[src/rtl/dmem_port_arbiter.sv]
// Arbiter sharing a single-port data memory between fetch (A) and load/store (B).
// Optional statistics counters are enabled by defining DMEM_ARB_STATS_EN.
module dmem_port_arbiter #(
   parameter int DEPTH      = 32,
   parameter int STARVE_MAX = 4
`ifdef DMEM_ARB_STATS_EN
   ,
   parameter int CNT_W      = 16
`endif
) (
   input  logic        clk,
   input  logic        rst,
   input  logic        a_req_valid,
   input  logic [31:0] a_req_addr,
   output logic        a_req_ready,
   output logic        a_rsp_valid,
   output logic [31:0] a_rsp_rdata,
   output logic        a_rsp_err,
   input  logic        b_req_valid,
   input  logic        b_req_we,
   input  logic [31:0] b_req_addr,
   input  logic [31:0] b_req_wdata,
   output logic        b_req_ready,
   output logic        b_rsp_valid,
   output logic [31:0] b_rsp_rdata,
   output logic        b_rsp_err,
   output logic [31:0] mem_addr,
   output logic [31:0] mem_wdata,
   output logic        mem_we,
   output logic        mem_re,
   input  logic [31:0] mem_rdata
`ifdef DMEM_ARB_STATS_EN
   ,
   output logic [CNT_W-1:0] stat_conflicts,
   output logic [CNT_W-1:0] stat_a_stalls,
   output logic [CNT_W-1:0] stat_starve_wins
`endif
);

   logic        starved, grant_a, grant_b, a_in_rng, b_in_rng;
   logic [3:0]  starve_cnt_d, starve_cnt_q;
   logic        a_rsp_valid_d, a_rsp_valid_q, a_rsp_err_d, a_rsp_err_q;
   logic        b_rsp_valid_d, b_rsp_valid_q, b_rsp_err_d, b_rsp_err_q;
   logic [31:0] a_rsp_rdata_d, a_rsp_rdata_q, b_rsp_rdata_d, b_rsp_rdata_q;

   always_comb begin
      starved  = (starve_cnt_q == 4'(STARVE_MAX));
      a_in_rng = (a_req_addr < 32'(DEPTH));
      b_in_rng = (b_req_addr < 32'(DEPTH));

      // Grants are suppressed while rst is held so no access escapes during reset.
      grant_a = 1'b0;
      grant_b = 1'b0;
      if (!rst) begin
         if (a_req_valid && (!b_req_valid || starved)) grant_a = 1'b1;
         else if (b_req_valid)                         grant_b = 1'b1;
      end

      mem_addr  = '0;
      mem_wdata = '0;
      mem_we    = 1'b0;
      mem_re    = 1'b0;
      if (grant_a) begin
         mem_addr = a_req_addr;
         mem_re   = a_in_rng;
      end else if (grant_b) begin
         mem_addr  = b_req_addr;
         mem_wdata = b_req_wdata;
         mem_we    = b_req_we & b_in_rng;
         mem_re    = ~b_req_we & b_in_rng;
      end

      starve_cnt_d = '0;
      if (a_req_valid && !grant_a)
         starve_cnt_d = starved ? starve_cnt_q : starve_cnt_q + 4'd1;

      a_rsp_valid_d = grant_a;
      a_rsp_err_d   = grant_a & ~a_in_rng;
      a_rsp_rdata_d = (grant_a && a_in_rng) ? mem_rdata : '0;
      b_rsp_valid_d = grant_b;
      b_rsp_err_d   = grant_b & ~b_in_rng;
      b_rsp_rdata_d = (grant_b && !b_req_we && b_in_rng) ? mem_rdata : '0;
   end

   always_ff @(posedge clk or posedge rst) begin
      if (rst) begin
         starve_cnt_q  <= '0;
         a_rsp_valid_q <= 1'b0;
         a_rsp_err_q   <= 1'b0;
         a_rsp_rdata_q <= '0;
         b_rsp_valid_q <= 1'b0;
         b_rsp_err_q   <= 1'b0;
         b_rsp_rdata_q <= '0;
      end else begin
         starve_cnt_q  <= starve_cnt_d;
         a_rsp_valid_q <= a_rsp_valid_d;
         a_rsp_err_q   <= a_rsp_err_d;
         a_rsp_rdata_q <= a_rsp_rdata_d;
         b_rsp_valid_q <= b_rsp_valid_d;
         b_rsp_err_q   <= b_rsp_err_d;
         b_rsp_rdata_q <= b_rsp_rdata_d;
      end
   end

   assign a_req_ready = grant_a;
   assign b_req_ready = grant_b;
   assign a_rsp_valid = a_rsp_valid_q;
   assign a_rsp_rdata = a_rsp_rdata_q;
   assign a_rsp_err   = a_rsp_err_q;
   assign b_rsp_valid = b_rsp_valid_q;
   assign b_rsp_rdata = b_rsp_rdata_q;
   assign b_rsp_err   = b_rsp_err_q;

`ifdef DMEM_ARB_STATS_EN
   logic [CNT_W-1:0] stat_conflicts_d, stat_conflicts_q;
   logic [CNT_W-1:0] stat_a_stalls_d, stat_a_stalls_q;
   logic [CNT_W-1:0] stat_starve_wins_d, stat_starve_wins_q;

   always_comb begin
      stat_conflicts_d   = stat_conflicts_q;
      stat_a_stalls_d    = stat_a_stalls_q;
      stat_starve_wins_d = stat_starve_wins_q;
      if (a_req_valid && b_req_valid && stat_conflicts_q != '1)
         stat_conflicts_d = stat_conflicts_q + 1'b1;
      if (a_req_valid && !grant_a && stat_a_stalls_q != '1)
         stat_a_stalls_d = stat_a_stalls_q + 1'b1;
      // A starvation win is an A grant that B would otherwise have taken.
      if (grant_a && b_req_valid && starved && stat_starve_wins_q != '1)
         stat_starve_wins_d = stat_starve_wins_q + 1'b1;
   end

   always_ff @(posedge clk or posedge rst) begin
      if (rst) begin
         stat_conflicts_q   <= '0;
         stat_a_stalls_q    <= '0;
         stat_starve_wins_q <= '0;
      end else begin
         stat_conflicts_q   <= stat_conflicts_d;
         stat_a_stalls_q    <= stat_a_stalls_d;
         stat_starve_wins_q <= stat_starve_wins_d;
      end
   end

   assign stat_conflicts   = stat_conflicts_q;
   assign stat_a_stalls    = stat_a_stalls_q;
   assign stat_starve_wins = stat_starve_wins_q;
`endif

endmodule

[config.mk]
export PLATFORM = sky130hd
export DESIGN_NAME = dmem_port_arbiter
export DESIGN_NICKNAME = d
export VERILOG_FILES = /design/src/rtl/dmem_port_arbiter.sv
export SDC_FILE = /design/constraint.sdc
export NUM_CORES = 1
export LEC_CHECK = 0
export BUFFER_PORTS_ARGS = -buffer_cell sky130_fd_sc_hd__buf_2
export CAP_MARGIN = 5
export CORE_AREA = 2 2 105 107
export DETAILED_ROUTE_END_ITERATION = 10
export DIE_AREA = 0 0 107 109
export PLACE_DENSITY = 0.65
export REMOVE_ABC_BUFFERS = 1
export SLEW_MARGIN = 20
export SYNTH_ARGS = -nofsm -noshare
export SYNTH_HDL_FRONTEND = slang
export SYNTH_SLANG_ARGS = --single-unit
[constraint.sdc]
create_clock -name clk -period 3.25 [get_ports clk]
set_input_delay 0 -clock clk [delete_from_list [all_inputs] [get_ports clk]]
set_output_delay 0 -clock clk [all_outputs]
set_load 0.02 [all_outputs]
==> impl_metrics.tcl <==
set metrics [dict create \
    status "completed" \
    cts_sinks 72 \
    yosysSeqAreaShare_pct 58.7 \
    grt_max_degree 45 \
    synthArstFlopShare_pct 100 \
    synth_area_um2 3070 \
    crit_type "reg2out" \
    dp_hpwl_um 8820 \
    drc 0 \
    regToRegEndpoint "a_rsp_rdata[13]" \
    vias_per_cell 4.53 \
    antenna_left 0 \
    syn_area_per_cell_um2 11.5 \
    die_h_um 109 \
    initial_core_util_pct 28.9 \
    syn_to_final_growth_pct 67.5 \
    clockBufferDepth 2 \
    cp_top_family "buffers and inverters" \
    relSlewSlack_pct 40.1 \
    cp_max_fo 20 \
    wl_per_cell_um 15.6 \
    crit_path_start_kind "flop" \
    skew_ns 0.00805 \
    synth-edff-count 0 \
    end_kind "output port" \
    final_common_cell "buf_2" \
    crit_top_cell "inv_1" \
    ios 269 \
    drv_slew 0 \
    power_mw 2.07 \
    place_congestion 0.959 \
    overflow 0 \
    cts_tree "done" \
    path_cells "inv_1 -> ha_1 -> nand3b_4 -> a211o_1 -> inv_1 -> buf_4 -> a22o_1 -> buf_2" \
    clkLatencyLatePin_ns 0.34 \
    hold_path_class "in2reg" \
    dpl.cell_count 664 \
    drv_cap 0 \
    layout_common_cells "buf_2, and2_1, dfrtp_1, dlygate4sd3_1, a22o_1" \
    ys_warn_count 0 \
    p_per_area_nw_per_um2 403 \
    r2r_slack_ns 1.07 \
    power.leakage_nw 3.07 \
    diodes 0 \
    die_area_um2 11700 \
    grt_pass1_wl_um 16000 \
    fmax_ghz 0.373 \
    synth_ff_type "dfrtp_1" \
    drive_gt1_share_pct 51.2 \
    core_area_um2 10600 \
    r2r-start "starve_cnt_q[0]" \
    fin_setup_tns_ns 0 \
    final_cell_area_um2 5140 \
    period_share_pct 82.4 \
    path_buf_inv 4 \
    finalSetupViolations 0 \
    rsz0062_at_grt "false" \
    cts_root_buf "clkbuf_8" \
    synth.distinct_cells 24 \
    path_clk_slew_ns 0.07 \
    die_x_um 107 \
    antenna_found_initial 0 \
    slowest_delay_ns 0.43 \
    holdPathEnd "a_rsp_err" \
    grt_usage_pct 18.3 \
    row_count 38 \
    holdPathStages 3 \
    wl_um 11200 \
    hold_violations 0 \
    hold_start "b_req_valid" \
    worstPathArrival_ns 2.68 \
    drt-initial-drc-count 176 \
    grt_pass1_vias 3175 \
    cp.required_ns 3.25 \
    synth_cells 266 \
    cts-buffers-inserted 9 \
    slowest_stage "dfrtp_1" \
    finalNetCount 704 \
    synth-seq-cells 72 \
    r2r_cells 7 \
    dr_total_vias 3234 \
    h-tree-depth 3 \
    fin_cells 714 \
    io_buffer_count 268 \
    utilization_pct 48.5 \
    ir_drop_mv 0.222 \
    tightest_slew_ns 0.897 \
    min_period_ns 2.68 \
    dr.pass1.iters 4 \
    placement.cell_area_um2 4570 \
]
## worst register-to-register path, delay by kind of cell, from the launching register on
kind / cells / cell delay (ns)
buffers and inverters: 2 / 0.39
AND/OR/NAND/NOR: 3 / 0.70
AO/OA/AOI/OAI: 1 / 0.39
flip-flops: 1 / 0.43
adder cells (fa/ha/maj): 1 / 0.21
## per-layer routing
metal	wire length, um	global-route usage [%]	part of all wire, %	vias to the layer above
met3	920	4.66	8.2	29
li1	-	-	-	1503
met1	4270	21.3	38	1507
met4	365	9.28	3.3	0
met2	5610	31.4	50	195
met5	0	0	0	-
## synthesized netlist by cell type, types with 3 or more instances
library cell	instances	area [um2]
and2_1	96	601
dfrtp_1	72	1800
a22o_1	32	280
nor4_1	12	75.1
nor2_1	8	30.0
clkbuf_1	6	22.5
clkbuf_2	6	30.0
inv_1	6	22.5
buf_2	4	20.0
a21oi_1	3	15.0
nand3_1	3	15.0
nor3_1	3	15.0
## logic make-up after synthesis
group | Yosys count | synth area share [%]
compound gates | 37 | 10.1
xor+xnor | 2 | 0.571
fa+ha+maj | 2 | 0.816
buf+inv | 22 | 3.10
flops | 72 | 58.7
simple gates | 131 | 26.7
## registers in the layout, summed over array words and instances, names as in the netlist
signal and count:
a_rsp_rdata 32, a_rsp_valid 1, b_rsp_err 1, starve_cnt_q 4
a_rsp_err 1, b_rsp_valid 1, b_rsp_rdata 32
## worst max-delay path by stage
stage	slack, ns	from	cells after the start	end
floorplan	1.07	starve_cnt_q[0]	6	mem_we
detailed placement	0.93	starve_cnt_q[0]	8	mem_addr[20]
global route	0.35	starve_cnt_q[0]	8	mem_we
finish	0.57	starve_cnt_q[0]	8	mem_addr[20]
global placement	1.03	starve_cnt_q[0]	8	mem_addr[21]
CTS	0.53	starve_cnt_q[0]	8	mem_addr[20]
## power by group
| part | switching [mW] | internal, mW |
|---|---|---|
| sequential | 0.00748 | 0.904 |
| combinational | 0.199 | 0.161 |
| clock | 0.322 | 0.476 |
## what timing repair did
item / CTS / global route
endpoints found under the hold margin: 109 / 0
buffers inserted: 0 / 0
hold buffers: 34 / 0
resized for setup: 0 / 0
## metrics by stage
| step | setup slack [ns] | hold slack (ns) |
|---|---|---|
| after floorplan | 1.07 | 0.129 |
| after global placement | 1.03 | 0.215 |
| after detailed placement | 0.930 | 0.221 |
| after CTS | 0.531 | 0.0636 |
| after global routing | 0.351 | 0.0772 |
| final | 0.572 | 0.0705 |
## cell type report
| cell class | instances | area [um2] |
|---|---|---|
| fill | 973 | 5470 |
| sequential | 72 | 1800 |
| timing repair buffer | 308 | 1730 |
| multi-input combinational | 172 | 1180 |
| tap | 140 | 175 |
| clock buffer | 12 | 155 |
| clock inverter | 4 | 76.3 |
| inverter | 6 | 22.5 |
Power figures use the tool's default switching activity.
